===== src/rtl/cram_async_ctrl_if.sv =====
// Core-side request/response handshake for the CellularRAM sequencer.
// The requester uses the master modport and the sequencer uses the slave modport.
interface cram_async_ctrl_if;
  logic        req_valid;
  logic        req_ready;
  logic        req_write;
  logic [22:0] req_addr;
  logic [15:0] req_wdata;
  logic [1:0]  req_be;
  logic        rsp_valid;
  logic [15:0] rsp_rdata;

  modport master (
    output req_valid, req_write, req_addr, req_wdata, req_be,
    input  req_ready, rsp_valid, rsp_rdata
  );

  modport slave (
    input  req_valid, req_write, req_addr, req_wdata, req_be,
    output req_ready, rsp_valid, rsp_rdata
  );
endinterface


===== src/rtl/cram_async_ctrl.sv =====
// Asynchronous address/data-multiplexed CellularRAM access sequencer.
// Single-word accesses run through ADDR, DATA and REC phases timed by one shared down-counter.
//
//   state | meaning
//   IDLE  | ready for a request; chip deselected
//   ADDR  | address on DQ and A, adv_n low
//   DATA  | write drives wdata with we_n low, read opens oe_n
//   REC   | both chip enables high before the next access
module cram_async_ctrl #(
  parameter int T_ADV  = 2,
  parameter int T_DATA = 6,
  parameter int T_REC  = 2
) (
  input  logic               clk,
  input  logic               reset_n,
  cram_async_ctrl_if.slave   req_if,
  output logic [5:0]         cram_a,
  output logic [15:0]        cram_dq_out,
  input  logic [15:0]        cram_dq_in,
  output logic               cram_adv_n,
  output logic               cram_ce0_n,
  output logic               cram_ce1_n,
  output logic               cram_oe_n,
  output logic               cram_we_n,
  output logic               cram_ub_n,
  output logic               cram_lb_n,
  output logic               cram_cre,
  output logic               cram_clk
);

  localparam int T_MAX1 = (T_ADV > T_DATA) ? T_ADV : T_DATA;
  localparam int T_MAX  = (T_MAX1 > T_REC) ? T_MAX1 : T_REC;
  localparam int CW     = (T_MAX > 1) ? $clog2(T_MAX) : 1;

  typedef enum logic [1:0] {IDLE, ADDR, DATA, REC} state_t;

  state_t      state_q, state_d;
  logic [CW-1:0] cnt_q, cnt_d;
  logic        write_q, write_d;
  logic [22:0] addr_q, addr_d;
  logic [15:0] wdata_q, wdata_d;
  logic [1:0]  be_q, be_d;
  logic        rsp_valid_q, rsp_valid_d;
  logic [15:0] rsp_rdata_q, rsp_rdata_d;
  logic [5:0]  a_q, a_d;
  logic [15:0] dq_q, dq_d;
  logic        adv_n_q, adv_n_d;
  logic        ce0_n_q, ce0_n_d;
  logic        ce1_n_q, ce1_n_d;
  logic        oe_n_q, oe_n_d;
  logic        we_n_q, we_n_d;
  logic        ub_n_q, ub_n_d;
  logic        lb_n_q, lb_n_d;

  always_comb begin
    state_d     = state_q;
    cnt_d       = cnt_q;
    write_d     = write_q;
    addr_d      = addr_q;
    wdata_d     = wdata_q;
    be_d        = be_q;
    rsp_valid_d = 1'b0;
    rsp_rdata_d = rsp_rdata_q;

    case (state_q)
      IDLE: begin
        if (req_if.req_valid) begin
          state_d = ADDR;
          cnt_d   = CW'(T_ADV - 1);
          write_d = req_if.req_write;
          addr_d  = req_if.req_addr;
          wdata_d = req_if.req_wdata;
          be_d    = req_if.req_be;
        end
      end
      ADDR: begin
        if (cnt_q == '0) begin
          state_d = DATA;
          cnt_d   = CW'(T_DATA - 1);
        end else begin
          cnt_d = cnt_q - CW'(1);
        end
      end
      DATA: begin
        if (cnt_q == '0) begin
          state_d = REC;
          cnt_d   = CW'(T_REC - 1);
          if (!write_q) begin
            rsp_valid_d = 1'b1;
            rsp_rdata_d = cram_dq_in;
          end
        end else begin
          cnt_d = cnt_q - CW'(1);
        end
      end
      default: begin
        if (cnt_q == '0) state_d = IDLE;
        else             cnt_d   = cnt_q - CW'(1);
      end
    endcase

    // Pins are decoded from the next state so they register glitch-free in step with it.
    a_d     = a_q;
    dq_d    = dq_q;
    adv_n_d = 1'b1;
    ce0_n_d = 1'b1;
    ce1_n_d = 1'b1;
    oe_n_d  = 1'b1;
    we_n_d  = 1'b1;
    ub_n_d  = 1'b1;
    lb_n_d  = 1'b1;

    case (state_d)
      ADDR: begin
        ce0_n_d = addr_d[22];
        ce1_n_d = ~addr_d[22];
        adv_n_d = 1'b0;
        a_d     = addr_d[21:16];
        dq_d    = addr_d[15:0];
      end
      DATA: begin
        ce0_n_d = addr_d[22];
        ce1_n_d = ~addr_d[22];
        a_d     = addr_d[21:16];
        if (write_d) begin
          we_n_d = 1'b0;
          dq_d   = wdata_d;
          ub_n_d = ~be_d[1];
          lb_n_d = ~be_d[0];
        end else begin
          oe_n_d = 1'b0;
          ub_n_d = 1'b0;
          lb_n_d = 1'b0;
        end
      end
      default: ;
    endcase
  end

  always_ff @(posedge clk or negedge reset_n) begin
    if (!reset_n) begin
      state_q     <= IDLE;
      cnt_q       <= '0;
      write_q     <= 1'b0;
      addr_q      <= '0;
      wdata_q     <= '0;
      be_q        <= '0;
      rsp_valid_q <= 1'b0;
      rsp_rdata_q <= '0;
      a_q         <= '0;
      dq_q        <= '0;
      adv_n_q     <= 1'b1;
      ce0_n_q     <= 1'b1;
      ce1_n_q     <= 1'b1;
      oe_n_q      <= 1'b1;
      we_n_q      <= 1'b1;
      ub_n_q      <= 1'b1;
      lb_n_q      <= 1'b1;
    end else begin
      state_q     <= state_d;
      cnt_q       <= cnt_d;
      write_q     <= write_d;
      addr_q      <= addr_d;
      wdata_q     <= wdata_d;
      be_q        <= be_d;
      rsp_valid_q <= rsp_valid_d;
      rsp_rdata_q <= rsp_rdata_d;
      a_q         <= a_d;
      dq_q        <= dq_d;
      adv_n_q     <= adv_n_d;
      ce0_n_q     <= ce0_n_d;
      ce1_n_q     <= ce1_n_d;
      oe_n_q      <= oe_n_d;
      we_n_q      <= we_n_d;
      ub_n_q      <= ub_n_d;
      lb_n_q      <= lb_n_d;
    end
  end

  assign req_if.req_ready = (state_q == IDLE);
  assign req_if.rsp_valid = rsp_valid_q;
  assign req_if.rsp_rdata = rsp_rdata_q;
  assign cram_a      = a_q;
  assign cram_dq_out = dq_q;
  assign cram_adv_n  = adv_n_q;
  assign cram_ce0_n  = ce0_n_q;
  assign cram_ce1_n  = ce1_n_q;
  assign cram_oe_n   = oe_n_q;
  assign cram_we_n   = we_n_q;
  assign cram_ub_n   = ub_n_q;
  assign cram_lb_n   = lb_n_q;
  assign cram_cre    = 1'b0;
  assign cram_clk    = 1'b0;

endmodule

===== src/flat_wrapper.sv =====
// flat-port wrapper written by rule: the top's interface ports become plain ports
module cram_async_ctrl_flat 
#(
  parameter int T_ADV  = 2,
  parameter int T_DATA = 6,
  parameter int T_REC  = 2
)
  (clk, reset_n, cram_a, cram_dq_out, cram_dq_in, cram_adv_n, cram_ce0_n, cram_ce1_n, cram_oe_n, cram_we_n, cram_ub_n, cram_lb_n, cram_cre, cram_clk, req_if_req_valid, req_if_req_write, req_if_req_addr, req_if_req_wdata, req_if_req_be, req_if_req_ready, req_if_rsp_valid, req_if_rsp_rdata);
  cram_async_ctrl_if req_if_i ();
  input  logic clk;
  input  logic reset_n;
  output logic [5:0] cram_a;
  output logic [15:0] cram_dq_out;
  input  logic [15:0] cram_dq_in;
  output logic cram_adv_n;
  output logic cram_ce0_n;
  output logic cram_ce1_n;
  output logic cram_oe_n;
  output logic cram_we_n;
  output logic cram_ub_n;
  output logic cram_lb_n;
  output logic cram_cre;
  output logic cram_clk;
  input wire logic [$bits(req_if_i.req_valid)-1:0] req_if_req_valid;
  input wire logic [$bits(req_if_i.req_write)-1:0] req_if_req_write;
  input wire logic [$bits(req_if_i.req_addr)-1:0] req_if_req_addr;
  input wire logic [$bits(req_if_i.req_wdata)-1:0] req_if_req_wdata;
  input wire logic [$bits(req_if_i.req_be)-1:0] req_if_req_be;
  output wire logic [$bits(req_if_i.req_ready)-1:0] req_if_req_ready;
  output wire logic [$bits(req_if_i.rsp_valid)-1:0] req_if_rsp_valid;
  output wire logic [$bits(req_if_i.rsp_rdata)-1:0] req_if_rsp_rdata;
  assign req_if_i.req_valid = req_if_req_valid;
  assign req_if_i.req_write = req_if_req_write;
  assign req_if_i.req_addr = req_if_req_addr;
  assign req_if_i.req_wdata = req_if_req_wdata;
  assign req_if_i.req_be = req_if_req_be;
  assign req_if_req_ready = req_if_i.req_ready;
  assign req_if_rsp_valid = req_if_i.rsp_valid;
  assign req_if_rsp_rdata = req_if_i.rsp_rdata;
  cram_async_ctrl #(.T_ADV(T_ADV), .T_DATA(T_DATA), .T_REC(T_REC)) u_core (.clk(clk), .reset_n(reset_n), .req_if(req_if_i), .cram_a(cram_a), .cram_dq_out(cram_dq_out), .cram_dq_in(cram_dq_in), .cram_adv_n(cram_adv_n), .cram_ce0_n(cram_ce0_n), .cram_ce1_n(cram_ce1_n), .cram_oe_n(cram_oe_n), .cram_we_n(cram_we_n), .cram_ub_n(cram_ub_n), .cram_lb_n(cram_lb_n), .cram_cre(cram_cre), .cram_clk(cram_clk));
endmodule

===== config.mk =====
export PLATFORM = sky130hd
export DESIGN_NAME = cram_async_ctrl_flat
export DESIGN_NICKNAME = d
export VERILOG_FILES = /design/src/rtl/cram_async_ctrl_if.sv /design/src/rtl/cram_async_ctrl.sv /design/src/flat_wrapper.sv
export SDC_FILE = /design/constraint.sdc
export NUM_CORES = 1
export LEC_CHECK = 0
export ABC_AREA = 0
export CAP_MARGIN = 20
export CORE_MARGIN = 3
export CORE_UTILIZATION = 52
export CTS_CLUSTER_SIZE = 8
export DETAILED_ROUTE_END_ITERATION = 10
export PLACE_DENSITY = 0.85
export SLEW_MARGIN = 20
export SYNTH_ARGS = -nofsm -noshare
export SYNTH_HDL_FRONTEND = slang
export SYNTH_SLANG_ARGS = --single-unit

===== constraint.sdc =====
create_clock -name clk -period 6.9 [get_ports clk]
set_clock_uncertainty 0.05 [all_clocks]
set_input_delay 1.035 -clock clk [delete_from_list [all_inputs] [get_ports clk]]
set_output_delay 1.035 -clock clk [all_outputs]
set_load 0.01 [all_outputs]

==> results of run 1 <==
[synth_stat cells (2+ instances only)]
cell type | count | area [µm²]
clkbuf_1 | 4 | 15.0
nand2_2 | 2 | 12.5
nand3_1 | 16 | 80.1
dfrtp_1 | 86 | 2150
buf_6 | 2 | 22.5
a21oi_1 | 4 | 20.0
buf_2 | 9 | 45.0
o311a_1 | 16 | 160
o22a_1 | 16 | 140
dfstp_2 | 7 | 184
mux2_2 | 49 | 552
mux2_1 | 13 | 146
ha_1 | 9 | 113
o21ai_0 | 2 | 10.0
a21o_1 | 2 | 15.0
a211oi_1 | 3 | 22.5
buf_4 | 4 | 30.0
nor2_1 | 17 | 63.8
a21boi_0 | 2 | 15.0
a211o_1 | 2 | 17.5
inv_1 | 10 | 37.5
[power by group through the flow]
stage	combinational (mW)	clock, mW	sequential, mW
floorplan	1.10	0	1.02
global placement	1.59	0	0.978
detailed placement	1.65	0	0.993
CTS	1.66	0.408	0.984
global route	1.81	0.429	1.02
finish	1.65	0.400	0.981
[layer usage]
layer,share of wire,wire length [µm],global-route usage
met5,0,0,0
met4,0.016,135,0.0866
met3,0.047,402,0.0377
met2,0.52,4430,0.343
met1,0.42,3540,0.263
[worst paths after layout]
check / start / end / slack [ns] / cells after the start
worst max register to register: u_core.state_q[0]$_DFF_PN0_ / u_core.cram_dq_out[1]$_DFFE_PN0P_ / 2.79 / 13
worst min register to register: u_core.req_if.rsp_rdata[11]$_DFFE_PN0P_ / u_core.req_if.rsp_rdata[11]$_DFFE_PN0P_ / 0.45 / 1
worst max-delay path: req_if_req_valid / u_core.cram_dq_out[1]$_DFFE_PN0P_ / 2.46 / 12
worst min-delay path: u_core.req_if.rsp_rdata[11]$_DFFE_PN0P_ / u_core.req_if.rsp_rdata[11]$_DFFE_PN0P_ / 0.45 / 1
max in group asynchronous: reset_n / u_core.addr_q[8]$_DFF_PN0_ / 5.16 / 2
min in group asynchronous: reset_n / u_core.addr_q[2]$_DFF_PN0_ / 0.52 / 1
[sequential cells by signal, indices dropped and copies added (netlist names)]
register / count
u_core.addr_q: 23
u_core.be_q: 2
u_core.cnt_q: 3
u_core.cram_a: 6
u_core.cram_adv_n: 1
u_core.cram_ce0_n: 1
u_core.cram_ce1_n: 1
u_core.cram_dq_out: 16
u_core.cram_lb_n: 1
u_core.cram_oe_n: 1
u_core.cram_ub_n: 1
u_core.cram_we_n: 1
u_core.req_if.rsp_rdata: 16
u_core.req_if.rsp_valid: 1
u_core.state_q: 2
u_core.wdata_q: 16
u_core.write_q: 1
[final cells by class]
class	count	area, µm²
sequential	93	2340
fill	496	2020
inverter	11	41.3
clock inverter	5	81.3
timing repair buffer	109	1080
multi-input combinational	173	1550
tap	99	124
clock buffer	11	141
[kinds of logic (layout without fill, tap and decap cells)]
family,after synthesis,count (layout),synth area share
other,1,2,0.000930
muxes,63,63,0.176
buffers and inverters,31,136,0.0391
adders and majority gates,9,9,0.0279
AOI/OAI and AO/OA,53,53,0.115
and+or+nand+nor,46,46,0.0621
DFF,93,93,0.580
[critical path, delay by kind of cell]
kind | cells | cell delay (ns)
adders and majority gates | 1 | 0.22
and+or+nand+nor | 2 | 0.62
buffers and inverters | 4 | 0.95
AOI/OAI and AO/OA | 5 | 1.77
[per-stage QoR]
step	total power, mW	utilization	cell area, µm²	setup slack, ns
5_1_grt	3.25	0.726	5350	2.12
2_1_floorplan	2.13	-	4030	3.58
4_1_cts	3.05	0.726	5350	2.49
3_3_place_gp	2.57	0.695	5120	2.25
6_report	3.03	0.726	5350	2.46
3_5_place_dp	2.65	0.696	5130	2.12
==> results by group, run 1 <==
Run status
  • Status: finished, final reports clean

Synthesis
  • Top FF cell, synth: dfrtp_1
  • EDFF count, synth: 0
  • Area of the mapped netlist: between 0.004 and 0.005 mm²
  • Post-Synthesis Cells: roughly 300
  • #FFs+latches synth: slightly above 90
  • Synth warn: 0
  • Synth unique cells: 42
  • Ys async rst share: 1.00
  • Sequential cell area fraction in the yosys report: 0.580
  • Mapped Avg Cell Area: 13.6 µm²

Final layout
  • Most frequent cells in the layout: 106 x clkdlybuf4s50_1, 86 x dfrtp_1, 49 x mux2_2
  • Final Net Count: 467
  • Ant. Diodes: 0
  • Non-filler cells, final: roughly 500
  • Commonest non-fill, non-tap cell in the layout: clkdlybuf4s50_1
  • Layout cells sized above 1: 0.211
  • Area Growth Syn to Fin: 32.8%

Placed design
  • Hpwl dp: just under 6000 µm
  • Post-Place Cells: slightly below 500
  • PortBufs: approximately 110
  • GPL Wtd Cong: roughly 0.74

Die
  • Die H: about 94 µm
  • FP Rows: 31
  • Initial core utilization: 0.547
  • Core footprint: about 0.0074 mm²
  • I/O pins: 110
  • Die width: roughly 94 µm
  • DIE AREA: between 0.008 and 0.009 mm²

GRT
  • First-pass GRT wire length: about 14,000 µm
  • Initial antenna violation count: 0
  • Tot GR Track Use: 0.206
  • Number of global-route vias before repair: about 2,900
  • Largest net degree at the start of global routing: 68
  • Grt ovf: 0

Detailed routing
  • Via count: between 2,000 and 3,000
  • Pre-antenna DRT Iters: 4
  • DR iter-0 viols: 118
  • Drt wl/cell: ~17 µm
  • Post-Route WL: between 8000 and 9000 µm
  • ANT nets after route: 0
  • DR vias/cell: 5.54
  • DRC: 0

Power
  • Switch Pwr: between 1 and 1.5 mW
  • VDD IR-drop max: about 0.35 mV
  • Sw Ratio: 0.366
  • Combinational power share: 0.544
  • Total power divided by cell area: ~570 mW/mm²
  • Seq pwr share: 0.324
  • Clock share of power: 0.132
  • Internal cell power: between 1.5 and 2 mW
  • Cell leakage power: 2.26 nW

Clock network
  • Clock Tree Buf Depth: 2
  • CTS sink count: 93
  • Post_cts resized: 0
  • CTS tree: done
  • Worst skew pair latency: between 0.3 and 0.4 ns
  • CTS Hold Bufs: 0
  • Post-CTS setup repair buffer count: 0
  • CTS root buf: clkbuf_8
  • CTS clk-pin slew, worst paths: roughly 0.090 ns
  • CTS H-tree lvls: 3
  • CTS buffer count: 9

Worst setup path
  • Slowest CP cell: a21o_1
  • Critical Path AT: between 4 and 5 ns
  • Element type at the critical path end: flip-flop
  • CP Max Fanout: 36
  • WP data required: slightly above 7 ns
  • Cell repeated most along the worst path: inv_1
  • Setup CP Type: primary input to flip-flop
  • Max incr delay on CP: roughly 0.58 ns
  • Startpoint Class: primary input
  • Worst path cell trace: clkdlybuf4s50_1 -> and2b_1 -> a211oi_1 -> a21o_1 -> inv_1 -> ha_1 -> buf_4 -> inv_1 -> a211o_1 -> nand2_2 -> o22a_1 -> o311a_1

Timing
  • Setup violators final: 0
  • Relative slew slack: 0.328
  • Unrepaired setup endpoints after global routing: no
  • Post-route minimum period: 4.44 ns
  • FMAX: around 0.23 GHz
  • Worst-Margin Slew: approximately 1 ns
  • Slew Limit Fails: 0
  • Setup tns final: 0 ns
  • Final cycle utilization of the critical path: 0.643
  • Final Hold Fails: 0
  • Hold Worst Slack: approximately 0.45 ns

Job
  • Max-cap viol count: 0

Worst hold path
  • Worst Hold Class: flip-flop to flip-flop
No activity file was read; power rests on OpenSTA's default activity.
==> inputs of run 2 (changes only) <==
--- a/config.mk
+++ b/config.mk
@@ -8,10 +8,10 @@
 export ABC_AREA = 0
 export CAP_MARGIN = 20
 export CORE_MARGIN = 3
-export CORE_UTILIZATION = 52
+export CORE_UTILIZATION = 48
 export CTS_CLUSTER_SIZE = 8
 export DETAILED_ROUTE_END_ITERATION = 10
-export PLACE_DENSITY = 0.85
+export PLACE_DENSITY = 0.8
 export SLEW_MARGIN = 20
 export SYNTH_ARGS = -nofsm -noshare
 export SYNTH_HDL_FRONTEND = slang
==> constraint.sdc (replaced) <==
create_clock -name clk -period 4.61 [get_ports clk]
set_clock_uncertainty 0.05 [all_clocks]
set_input_delay 0.6915 -clock clk [delete_from_list [all_inputs] [get_ports clk]]
set_output_delay 0.6915 -clock clk [all_outputs]
set_load 0.01 [all_outputs]
==> results by group, run 2 (synthesis results as in run 1) <==
Worst setup path
  • WP data required: between 4 and 5 ns
  • Element type at the critical path end: flip-flop
  • Critical Path AT: slightly above 4 ns
  • Setup CP Type: flip-flop to flip-flop
  • Startpoint Class: flip-flop
  • CP Max Fanout: 36

Run status
  • Status: finished, final reports clean

Detailed routing
  • Pre-antenna DRT Iters: 4
  • Met3 wire length: just under 400 µm
  • Post-Route WL: between 8000 and 9000 µm
  • Drt wl/cell: about 17 µm
  • Max layer used: met4
  • Via count: approximately 2,700
  • ANT nets after route: 0
  • DRC: 0
  • DR iter-0 viols: 66
  • DR vias/cell: 5.38
  • Routed length on met2: ~4400 µm
  • WL met1: ~3700 µm

Final layout
  • Final Instance Area: ~0.0054 mm²
  • Ant. Diodes: 0
  • Commonest non-fill, non-tap cell in the layout: clkdlybuf4s50_1
  • Final Util: 0.676
  • Largest reg by FF count: u_core.addr_q
  • Most frequent cells in the layout: 106 x clkdlybuf4s50_1, 86 x dfrtp_1, 49 x mux2_2
  • Largest register FFs: 23
  • Area Growth Syn to Fin: 33.0%
  • Filler cell count: 596
  • Non-filler cells, final: a little over 500
  • Final Net Count: 469
  • Layout cells sized above 1: 0.213

Power
  • Combinational power share: 0.550
  • Sw Ratio: 0.367
  • Internal cell power: ~2.9 mW
  • VDD IR-drop max: 0.402 mV
  • Total power divided by cell area: 843 mW/mm²
  • Seq pwr share: 0.326
  • Clock share of power: 0.124
  • Switch Pwr: approximately 1.7 mW
  • Overall power: around 4.5 mW
  • Cell leakage power: 2.27 nW

Timing
  • Post-route minimum period: between 3 and 4 ns
  • Final cycle utilization of the critical path: 0.847
  • Fin worst setup slack: 0.706 ns
  • Slew Limit Fails: 0
  • Setup violators final: 0
  • Setup tns final: 0 ns
  • Worst-Margin Slew: ~0.87 ns
  • Hold Worst Slack: between 0.3 and 0.4 ns
  • Relative slew slack: 0.419
  • Unrepaired setup endpoints after global routing: no
  • Final Hold Fails: 0
  • FMAX: around 0.26 GHz

Die
  • Initial core utilization: 0.508
  • FP Rows: 32
  • Die H: about 98 µm
  • I/O pins: 110
  • Core footprint: slightly below 0.008 mm²
  • Die width: between 90 and 100 µm
  • DIE AREA: between 0.009 and 0.01 mm²

Clock network
  • CTS tree: done
  • CTS clk-pin slew, worst paths: about 0.08 ns
  • CTS H-tree lvls: 3
  • Clock Tree Buf Depth: 2
  • CTS buffer count: 9
  • Post_cts resized: 0
  • Worst skew pair latency: roughly 0.34 ns
  • CTS Hold Bufs: 0
  • CTS sink count: 93
  • Post-CTS setup repair buffer count: 0
  • CTS root buf: clkbuf_8

Placed design
  • DP Worst Slack: about 0.68 ns
  • GPL Wtd Cong: around 0.82
  • Hpwl dp: 6030 µm
  • Dpl cell area: approximately 0.0051 mm²
  • Post-Place Cells: 490
  • PortBufs: 107

GRT
  • Number of global-route vias before repair: ~2,800
  • Initial antenna violation count: 0
  • Tot GR Track Use: 0.187
  • First-pass GRT wire length: 14,300 µm
  • Grt ovf: 0
  • Largest net degree at the start of global routing: 58

Worst hold path
  • Worst Hold Class: primary input to async pin

Job
  • Max-cap viol count: 0
==> run 2: area by class of cell <==
class	instances	area [µm²]	share of cell area
multi-input combinational	173	1550	0.288
sequential	93	2340	0.436
clock buffer	14	173	0.0322
timing repair buffer	111	1100	0.205
inverter	11	41.3	0.00770
tap	102	128	0.0238
clock inverter	2	38.8	0.00723
==> run 2: critical path: stages (launching register included) <==
cell and delay (ns):
dfrtp_1 0.47, inv_1 0.14, ha_1 0.26, nor3_2 0.11, o31ai_4 0.78, inv_1 0.11, ha_1 0.21, buf_4 0.24
inv_1 0.09, a211o_1 0.54, nand2_2 0.38, o22a_1 0.28, o311a_1 0.12
==> run 2: power groups by stage <==
stage | Sequential (mW) | Clock (mW) | Combinational (mW)
final | 1.47 | 0.559 | 2.49
after global placement | 1.47 | 0 | 2.41
after CTS | 1.47 | 0.573 | 2.52
after global routing | 1.52 | 0.609 | 2.71
after floorplan | 1.53 | 0 | 1.65
after detailed placement | 1.49 | 0 | 2.51
==> run 2: per-layer routing <==
metal  vias to the layer above  GRT usage
li1                       1271          -
met1                      1372      0.244
met2                        64      0.304
met3                        14     0.0395
met4                         0     0.0735
met5                         -          0
==> run 2: final timing paths <==
path / startpoint / endpoint / slack (ns) / cells after the start
min in group clk: u_core.req_if.rsp_rdata[15]$_DFFE_PN0P_ / u_core.req_if.rsp_rdata[15]$_DFFE_PN0P_ / 0.44 / 1
hold / removal: reset_n / u_core.wdata_q[4]$_DFF_PN0_ / 0.34 / 1
setup reg to reg: u_core.state_q[0]$_DFF_PN0_ / u_core.cram_dq_out[9]$_DFFE_PN0P_ / 0.71 / 12
setup / recovery: u_core.state_q[0]$_DFF_PN0_ / u_core.cram_dq_out[9]$_DFFE_PN0P_ / 0.71 / 12
hold reg to reg: u_core.req_if.rsp_rdata[15]$_DFFE_PN0P_ / u_core.req_if.rsp_rdata[15]$_DFFE_PN0P_ / 0.44 / 1
max in group asynchronous: reset_n / u_core.cram_adv_n$_DFF_PN1_ / 3.20 / 2
==> inputs of run 3 (changes only) <==
==> constraint.sdc (replaced) <==
create_clock -name clk -period 3.9 [get_ports clk]
set_clock_uncertainty 0.05 [all_clocks]
set_input_delay 0.585 -clock clk [delete_from_list [all_inputs] [get_ports clk]]
set_output_delay 0.585 -clock clk [all_outputs]
set_load 0.01 [all_outputs]
==> results by group, run 3 (synthesis results as in run 1) <==
Clock network
  • CTS buffer count: 9
  • Post_cts resized: 0
  • Clock Tree Buf Depth: 2
  • CTS clk-pin slew, worst paths: 0.09 ns
  • CTS Hold Bufs: 0
  • CTS H-tree lvls: 3
  • CTS root buf: clkbuf_8
  • Worst skew pair latency: 0.36 ns
  • CTS sink count: 93
  • CTS tree: done
  • Post-CTS setup repair buffer count: 0

Job
  • Max-cap viol count: 0

Worst setup path
  • Crit path max-delay family: compound AO/OA/AOI/OAI gates
  • Reg-to-reg endpoint: u_core.cram_dq_out[10]$_DFFE_PN0P_
  • Worst R2R Start: u_core.state_q[0]$_DFF_PN0_
  • R2R cell count: 12
  • Critical path buffer and inverter count: 4
  • Critical Path AT: approximately 3.6 ns
  • Cell repeated most along the worst path: inv_1
  • R2r setup slk: about 0.52 ns
  • WP data required: approximately 4.1 ns
  • Startpoint Class: flip-flop
  • CP Max Fanout: 20
  • Element type at the critical path end: flip-flop
  • Max incr delay on CP: around 0.8 ns
  • Slowest CP cell: o31ai_4
  • Setup CP Type: flip-flop to flip-flop
  • Worst path cell trace: inv_1 -> ha_1 -> nor3_2 -> o31ai_4 -> inv_1 -> ha_1 -> inv_1 -> a211o_1 -> buf_4 -> nand2_2 -> o22a_1 -> o311a_1
  • WP depth: 12

Final layout
  • Final Util: 0.680
  • Largest reg by FF count: u_core.addr_q
  • Final Instance Area: about 0.0054 mm²
  • Most frequent cells in the layout: 106 x clkdlybuf4s50_1, 86 x dfrtp_1, 49 x mux2_2
  • Ant. Diodes: 0
  • Layout cells sized above 1: 0.217
  • Final Net Count: 470
  • Commonest non-fill, non-tap cell in the layout: clkdlybuf4s50_1
  • Non-filler cells, final: 507
  • Filler cell count: around 580
  • Area Growth Syn to Fin: 33.8%
  • Largest register FFs: 23

Detailed routing
  • DRC: 0
  • Max layer used: met4
  • WL met1: ~3800 µm
  • DR iter-0 viols: 134
  • Met3 wire length: 391 µm
  • Drt wl/cell: between 15 and 20 µm
  • Routed length on met2: 4660 µm
  • Via count: roughly 2,800
  • ANT nets after route: 0
  • DR vias/cell: 5.43
  • Pre-antenna DRT Iters: 4
  • Post-Route WL: roughly 9000 µm

GRT
  • Largest net degree at the start of global routing: 72
  • Tot GR Track Use: 0.194
  • Number of global-route vias before repair: about 2,900
  • Grt ovf: 0
  • Initial antenna violation count: 0
  • First-pass GRT wire length: approximately 15,000 µm

Timing
  • Hold Worst Slack: 0.277 ns
  • Final cycle utilization of the critical path: 0.866
  • Final Hold Fails: 0
  • Relative slew slack: 0.395
  • Setup violators final: 0
  • Unrepaired setup endpoints after global routing: no
  • Worst-Margin Slew: 0.907 ns
  • Post-route minimum period: 3.38 ns
  • Setup tns final: 0 ns
  • Slew Limit Fails: 0
  • FMAX: slightly below 0.3 GHz

Die
  • Core footprint: about 0.008 mm²
  • FP Rows: 32
  • I/O pins: 110
  • Initial core utilization: 0.508
  • DIE AREA: between 0.009 and 0.01 mm²
  • Die H: a little under 100 µm
  • Die width: 97.6 µm

Power
  • VDD IR-drop max: 0.495 mV
  • Total power divided by cell area: 1010 mW/mm²
  • Cell leakage power: between 2 and 2.5 nW

Placed design
  • Dpl cell area: ~0.0052 mm²
  • Post-Place Cells: slightly below 500
  • Hpwl dp: about 6200 µm
  • PortBufs: roughly 110
  • GPL Wtd Cong: roughly 0.84

Run status
  • Status: finished, final reports clean

Worst hold path
  • Worst Hold Class: primary input to async pin
[run 3: layer usage]
metal	vias to the layer above	GRT usage
met5	-	0
met4	0	0.0628
met3	7	0.0538
met2	70	0.326
met1	1403	0.243
li1	1272	-
[run 3: cell type report]
| cell class | count | area, µm² | share of cell area |
|---|---|---|---|
| inverter | 11 | 41.3 | 0.00765 |
| multi-input combinational | 173 | 1550 | 0.287 |
| clock inverter | 6 | 109 | 0.0202 |
| clock buffer | 10 | 128 | 0.0237 |
| timing repair buffer | 112 | 1110 | 0.205 |
| sequential | 93 | 2340 | 0.433 |
| tap | 102 | 128 | 0.0237 |
[run 3: worst max path at each step]
| stage | from | end | slack [ns] |
|---|---|---|---|
| after floorplan | u_core.state_q[0]$_DFF_PN0_ | u_core.cram_dq_out[10]$_DFFE_PN0P_ | 0.79 |
| after global placement | u_core.state_q[0]$_DFF_PN0_ | u_core.cram_dq_out[9]$_DFFE_PN0P_ | 0.68 |
| after detailed placement | u_core.state_q[0]$_DFF_PN0_ | u_core.cram_dq_out[0]$_DFFE_PN0P_ | 0.59 |
| after CTS | u_core.state_q[0]$_DFF_PN0_ | u_core.cram_dq_out[0]$_DFFE_PN0P_ | 0.54 |
| after global routing | u_core.state_q[0]$_DFF_PN0_ | u_core.cram_dq_out[4]$_DFFE_PN0P_ | 0.37 |
| final | u_core.state_q[0]$_DFF_PN0_ | u_core.cram_dq_out[10]$_DFFE_PN0P_ | 0.52 |
[run 3: per-stage QoR]
stage | power [mW] | setup slack, ns
floorplan | 3.76 | 0.791
global placement | 4.61 | 0.677
detailed placement | 4.73 | 0.592
CTS | 5.51 | 0.540
global route | 5.84 | 0.369
finish | 5.46 | 0.524
[run 3: power breakdown]
part,internal [mW],total [mW],switching [mW]
registers,1.50,1.73,0.230
logic,1.54,2.97,1.43
clock network,0.426,0.760,0.334
total,3.47,5.46,1.99
[run 3: worst reg2reg max path: stages, from the launching register on]
cell and delay [ns]:
dfrtp_1 0.47, inv_1 0.15, ha_1 0.27, nor3_2 0.11
o31ai_4 0.80, inv_1 0.10, ha_1 0.23, inv_1 0.06
a211o_1 0.10, buf_4 0.25, nand2_2 0.27, o22a_1 0.27
o311a_1 0.13
